$ cat config.mk
export PLATFORM = sky130hd
export DESIGN_NAME = systolic_seq_ctrl
export DESIGN_NICKNAME = d
export VERILOG_FILES = /design/src/rtl/systolic_seq_ctrl.sv
export SDC_FILE = /design/constraint.sdc
export NUM_CORES = 1
export LEC_CHECK = 0
export ABC_AREA = 1
export CAP_MARGIN = 20
export CORE_ASPECT_RATIO = 1.2
export CORE_UTILIZATION = 41
export CTS_CLUSTER_DIAMETER = 30
export DETAILED_ROUTE_END_ITERATION = 10
export GPL_ROUTABILITY_DRIVEN = 0
export GPL_TIMING_DRIVEN = 0
export HOLD_SLACK_MARGIN = 0.15
export MAX_ROUTING_LAYER = met4
export PLACE_DENSITY = 0.78
export SLEW_MARGIN = 5
export SYNTH_ARGS = -nofsm -noshare
export SYNTH_HDL_FRONTEND = slang
export SYNTH_SLANG_ARGS = --single-unit
$ cat constraint.sdc
create_clock -name clk -period 10.03 [get_ports clk]
set_input_delay 1.5045 -clock clk [delete_from_list [all_inputs] [get_ports clk]]
set_output_delay 1.5045 -clock clk [all_outputs]
set_load 0.02 [all_outputs]
$ cat src/rtl/systolic_seq_ctrl.sv
// Job sequencer for the 32x32 systolic multiply array: streams SRAM words into the
// array, drives its cycle/diagonal controls and hands finished diagonals to write-back.
module systolic_seq_ctrl #(
  parameter int unsigned ARRAY_SIZE = 32,
  parameter int unsigned ADDR_WIDTH = 10,
  parameter int unsigned FIRST_OUT  = 33
) (
  input  logic                  clk,
  input  logic                  rst_n,
  input  logic                  start,
  input  logic [2:0]            num_tiles,
  input  logic [ADDR_WIDTH-1:0] w_base,
  input  logic [ADDR_WIDTH-1:0] d_base,
  input  logic                  abort,
  output logic                  busy,
  output logic                  done,
  output logic                  sram_ren,
  output logic [ADDR_WIDTH-1:0] sram_raddr_w,
  output logic [ADDR_WIDTH-1:0] sram_raddr_d,
  output logic                  alu_start,
  output logic [8:0]            cycle_num,
  output logic [5:0]            matrix_index,
  output logic                  out_valid,
  input  logic                  out_ready,
  output logic [2:0]            out_tile
);

  localparam logic [8:0] TILE_PERIOD = 9'(2 * ARRAY_SIZE);
  localparam logic [8:0] TAIL_C      = 9'(ARRAY_SIZE - 1);
  localparam logic [8:0] FIRST_C     = 9'(FIRST_OUT);
  localparam logic [5:0] NO_DIAG     = 6'(2 * ARRAY_SIZE - 1);

  typedef enum logic [1:0] {S_IDLE, S_PRIME, S_RUN, S_DONE} state_t;

  state_t                state_q, state_d;
  logic [2:0]            tiles_q, tiles_d;
  logic [ADDR_WIDTH-1:0] w_base_q, w_base_d;
  logic [ADDR_WIDTH-1:0] d_base_q, d_base_d;
  logic [8:0]            c_q, c_d;
  logic                  busy_q, busy_d;

  logic       in_run;
  logic       past_first;
  logic       stall;
  logic       addr_en;
  logic [8:0] last_c;
  logic [8:0] k;
  logic [8:0] addr_off;

  always_ff @(posedge clk or negedge rst_n) begin
    if (!rst_n) begin
      state_q  <= S_IDLE;
      tiles_q  <= 3'd1;
      w_base_q <= '0;
      d_base_q <= '0;
      c_q      <= '0;
      busy_q   <= 1'b0;
    end else begin
      state_q  <= state_d;
      tiles_q  <= tiles_d;
      w_base_q <= w_base_d;
      d_base_q <= d_base_d;
      c_q      <= c_d;
      busy_q   <= busy_d;
    end
  end

  always_comb begin
    state_d      = state_q;
    tiles_d      = tiles_q;
    w_base_d     = w_base_q;
    d_base_d     = d_base_q;
    c_d          = c_q;
    sram_ren     = 1'b0;
    addr_en      = 1'b0;
    addr_off     = '0;
    last_c       = 9'(tiles_q) * TILE_PERIOD + TAIL_C;
    in_run       = (state_q == S_RUN);
    past_first   = in_run && (c_q >= FIRST_C);
    k            = c_q - FIRST_C;
    out_valid    = past_first && (k[5:0] != NO_DIAG);
    stall        = out_valid && !out_ready;
    alu_start    = in_run && !stall && !abort;
    done         = (state_q == S_DONE) && !abort;
    cycle_num    = in_run ? c_q : '0;
    matrix_index = past_first ? k[5:0] : '0;
    out_tile     = past_first ? k[8:6] : '0;

    unique case (state_q)
      S_IDLE: begin
        if (start) begin
          tiles_d  = (num_tiles == 3'd0) ? 3'd1 : num_tiles;
          w_base_d = w_base;
          d_base_d = d_base;
          c_d      = '0;
          state_d  = S_PRIME;
        end
      end
      S_PRIME: begin
        addr_en  = 1'b1;
        sram_ren = !abort;
        c_d      = '0;
        state_d  = abort ? S_IDLE : S_RUN;
      end
      S_RUN: begin
        addr_en = 1'b1;
        // A stalled cycle re-presents the address already issued, so the array resumes on identical data.
        addr_off = stall ? c_q : c_q + 9'd1;
        if (abort) begin
          state_d = S_IDLE;
        end else if (!stall) begin
          sram_ren = (c_q != last_c);
          if (c_q == last_c) begin
            state_d = S_DONE;
          end else begin
            c_d = c_q + 9'd1;
          end
        end
      end
      S_DONE: begin
        state_d = S_IDLE;
      end
      default: state_d = S_IDLE;
    endcase

    busy_d       = (state_d != S_IDLE);
    busy         = busy_q;
    sram_raddr_w = addr_en ? w_base_q + ADDR_WIDTH'(addr_off) : '0;
    sram_raddr_d = addr_en ? d_base_q + ADDR_WIDTH'(addr_off) : '0;
  end

endmodule
==> summary.md <==
| Metric | Value |
|---|---|
| Status | complete, no violations |
| Combinational power share | 61.4% |
| Crit path largest cell delay | 0.62 ns |
| Die area | 0.007806 sq mm |
| Fin crit share | 60.52% |
| Via/cell ratio | 5.060 |
| Initial antenna violation count | 0 |
| Crit path kind | in -> out |
| First-pass GRT wire length | 13160 um |
| CP Cell Sequence | clkdlybuf4s50_1, inv_1, nand3_4, clkbuf_1, a22oi_1, ha_1, a21oi_1, inv_1, nor2_1, nand2_2, nand2_1, o21ai_1, a21oi_1, clkdlybuf4s50_1 |
| WL final | 8000 um |
| 1st-pass router iterations | 4 |
| Max Clock Freq | 0.1647 GHz |
| Crit Path Max Fanout | 10 |
| Seq/Total Area, Yosys | 28.69% |
| Number of remaining DRC errors | 0 |
| Worst slew margin | 45.43% |
| Tightest Pin Transition | 0.8185 ns |
| Root buffer cell | clkbuf_8 |
| Final Hold Fails | 0 |
| Avg Cell Area, Syn | 7.011 sq um |
| Fin. max-slew vios | 0 |
| Buf/Inv on CP | 5 |
| Storage cell area | 877.1 sq um |
| Setup bufs post-CTS | 0 |
| Largest net degree at the start of global routing | 36 |
| Via count | 3056 |
| Maximum capacitance violations | 0 |
| Port Buffers | 70 |
| EDFF count, synth | 0 |
| CTS resizes | 0 |
| Cells after Synth | 436 |
| Area of the mapped netlist | 0.003057 sq mm |
| Critical Path AT | 4.57 ns |
| Int Pwr | 0.4674 mW |
| Syn Nets | 491 |
| Final cell count without fillers | 604 |
| Area occupied by multi-input gates | 0.001897 sq mm |
| Switching fraction of total power | 48.27% |
| Die width | 80.82 um |
| Fraction of layout instances using a drive strength above 1 | 10.70% |
| Final Cell Area | 0.003964 sq mm |
| Hpwl dp | 6222 um |
| # nets final | 568 |
| Yosys warning count | 0 |
| Sw power | 0.4362 mW |
| Seq cells post-synth | 35 |
| # setup viols final | 0 |
| RSZ-0062 raised after global routing | no |
| Post-CTS Hold Buffers | 0 |
| Total core area | 0.007232 sq mm |
| Clk_lat worst skew | 0.30 ns |
| FFs w/ async S/R, synth | 100.0% |
| Kind of cell adding the most delay to the critical path | buffers and inverters |
| Startpoint types | input pin |
| WP data required | 8.53 ns |
| Area Growth Syn to Fin | 29.68% |
| Library cells used by synthesis | 38 |
| Starting Density | 42.27% |
| GRT overflow | 0 |
| GR Util All Layers | 22.55% |
| VDD IR max | 0.1429 mV |
| Row count | 34 |
| Mean routed wirelength per cell | 13.25 um |
| Fillers | 704 |
| Tmin final | 6.070 ns |
| Final antenna-violating net count | 0 |
| Worst-path clk slew | 0.08 ns |
| Inst Count DP | 596 |
| Clock power frac | 12.7% |
| CP endpoint kind | primary output |
| Crit-path slowest cell | clkdlybuf4s50_1 |
| Flop pwr share | 25.9% |
| Die height | 96.59 um |
| CTS tree | done |
| N_diodes | 0 |
| CTS Buffer Depth | 2 |
| Io pins | 71 |
| Drt initial violations | 196 |
| Pwr dens | 228.0 mW/mm^2 |
| Post-route setup TNS | 0 ns |
| Worst Skew | 0.01055 ns |
| TritonCTS buffer count | 5 |
| Number of global-route vias before repair | 2982 |
| # clock sinks | 35 |
| Leak pwr | 2.070 nW |
| Worst hold path class | reg -> reg |
| H-tree level count | 2 |
| Placed Instance Area | 0.003865 sq mm |
| Top FF cell, synth | dfrtp_1 |
==> metrics by stage <==
stage               util, %  hold WS (ns)  setup slack [ns]  total power [mW]
global route          54.81        0.5165             3.722            0.9798
detailed placement    53.44        0.4720             4.001            0.7868
finish                54.81        0.4933             3.960            0.9036
global placement      53.51        0.4736             4.035            0.7736
CTS                   54.81        0.4974             3.976            0.9038
floorplan                 -        0.4553             5.203            0.5877
==> routing by layer <==
metal	vias to the layer above	track usage, %	wire, um	part of all wire [%]
met5	-	-	0	0
li1	1575	-	-	-
met3	17	2.629	364	4.6
met4	0	11.76	204	2.6
met1	1381	26.70	3522	44
met2	83	37.54	3909	49
==> synthesized netlist by cell type, types with 3 or more instances <==
cell | number | area (sq um)
inv_1 | 58 | 217.7
xor2_1 | 8 | 70.07
o22ai_1 | 9 | 56.30
inv_2 | 3 | 11.26
dfrtp_1 | 34 | 850.8
clkbuf_1 | 5 | 18.77
nand2_1 | 120 | 450.4
nand3_2 | 10 | 100.1
a22oi_1 | 7 | 52.55
nand3_1 | 11 | 55.05
a21oi_1 | 31 | 155.2
nor3_1 | 9 | 45.04
nand4_1 | 4 | 25.02
o21bai_1 | 4 | 30.03
nor2_1 | 33 | 123.9
o21ai_1 | 3 | 15.01
nor2_4 | 3 | 33.78
o21ai_0 | 19 | 95.09
nand2_2 | 14 | 87.58
ha_1 | 27 | 337.8
==> logic make-up (layout without fill, tap and decap cells) <==
| family | after synthesis | count (layout) | share of synthesized area [%] |
|---|---|---|---|
| AO/OA/AOI/OAI | 79 | 79 | 14.98 |
| XOR/XNOR | 9 | 9 | 2.579 |
| adder cells (fa/ha/maj) | 27 | 27 | 11.05 |
| buffers and inverters | 72 | 150 | 9.251 |
| flip-flops | 35 | 35 | 28.69 |
| multiplexers | 1 | 1 | 0.3684 |
| AND/OR/NAND/NOR | 213 | 213 | 33.07 |
==> flip-flops by register name, indices dropped and copies added (netlist names) <==
register,count
w_base_q,10
c_q,9
d_base_q,10
state_q,2
tiles_q,3
busy,1
==> power by group through the flow <==
stage               logic, mW  clock network [mW]  registers, mW
CTS                     0.554               0.116          0.234
floorplan               0.360                   0          0.228
finish                  0.555               0.114          0.234
global route            0.619               0.121          0.239
detailed placement      0.551                   0          0.236
global placement        0.539                   0          0.235
==> layout make-up <==
cell class | instances | area share [%]
inverter | 62 | 5.871
sequential | 35 | 22.13
clock buffer | 6 | 2.083
tap | 90 | 2.841
buffer | 10 | 1.263
clock inverter | 2 | 0.4104
timing repair buffer | 70 | 17.55
multi-input combinational | 329 | 47.85
==> cell usage in the layout (no fill, tap or decap), drive strengths merged <==
cell	Yosys	final
clkbuf	7	13
buf	3	4
clkinvlp	0	1
o21ai	22	22
nand2	136	136
dfstp	1	1
or2	2	2
a21oi	31	31
nor4	1	1
a22oi	7	7
o22ai	9	9
nor2	37	37
nand4	6	6
clkdlybuf4s50	0	69
xor2	8	8
xnor2	1	1
mux2	1	1
a21boi	3	3
nand3	22	22
ha	27	27
nor3	9	9
clkinv	1	2
o21bai	4	4
o21a	2	2
inv	61	61
a221oi	1	1
dfrtp	34	34
==> worst paths after layout <==
kind | start | to | slack (ns) | cells past startpoint
worst min register to register | d_base_q[5]$_DFFE_PN0P_ | d_base_q[5]$_DFFE_PN0P_ | 0.49 | 2
worst min-delay path | d_base_q[5]$_DFFE_PN0P_ | d_base_q[5]$_DFFE_PN0P_ | 0.49 | 2
min in group asynchronous | rst_n | d_base_q[9]$_DFFE_PN0P_ | 1.29 | 1
worst max register to register | c_q[0]$_DFFE_PN0P_ | c_q[7]$_DFFE_PN0P_ | 7.52 | 12
max in group asynchronous | rst_n | w_base_q[5]$_DFFE_PN0P_ | 8.22 | 1
worst max-delay path | out_ready | sram_raddr_w[5] | 3.96 | 14
==> worst reg2reg max path, stage by stage, from the launching register on <==
cell,delay [ns]
dfrtp_1,0.48
inv_2,0.18
ha_1,0.25
inv_1,0.06
nor2_1,0.14
nand3_2,0.11
nor2_4,0.10
nand2_2,0.07
nand3_4,0.09
clkbuf_1,0.39
nand2_1,0.14
inv_1,0.25
o22ai_1,0.13
Power figures use the tool's default switching activity.
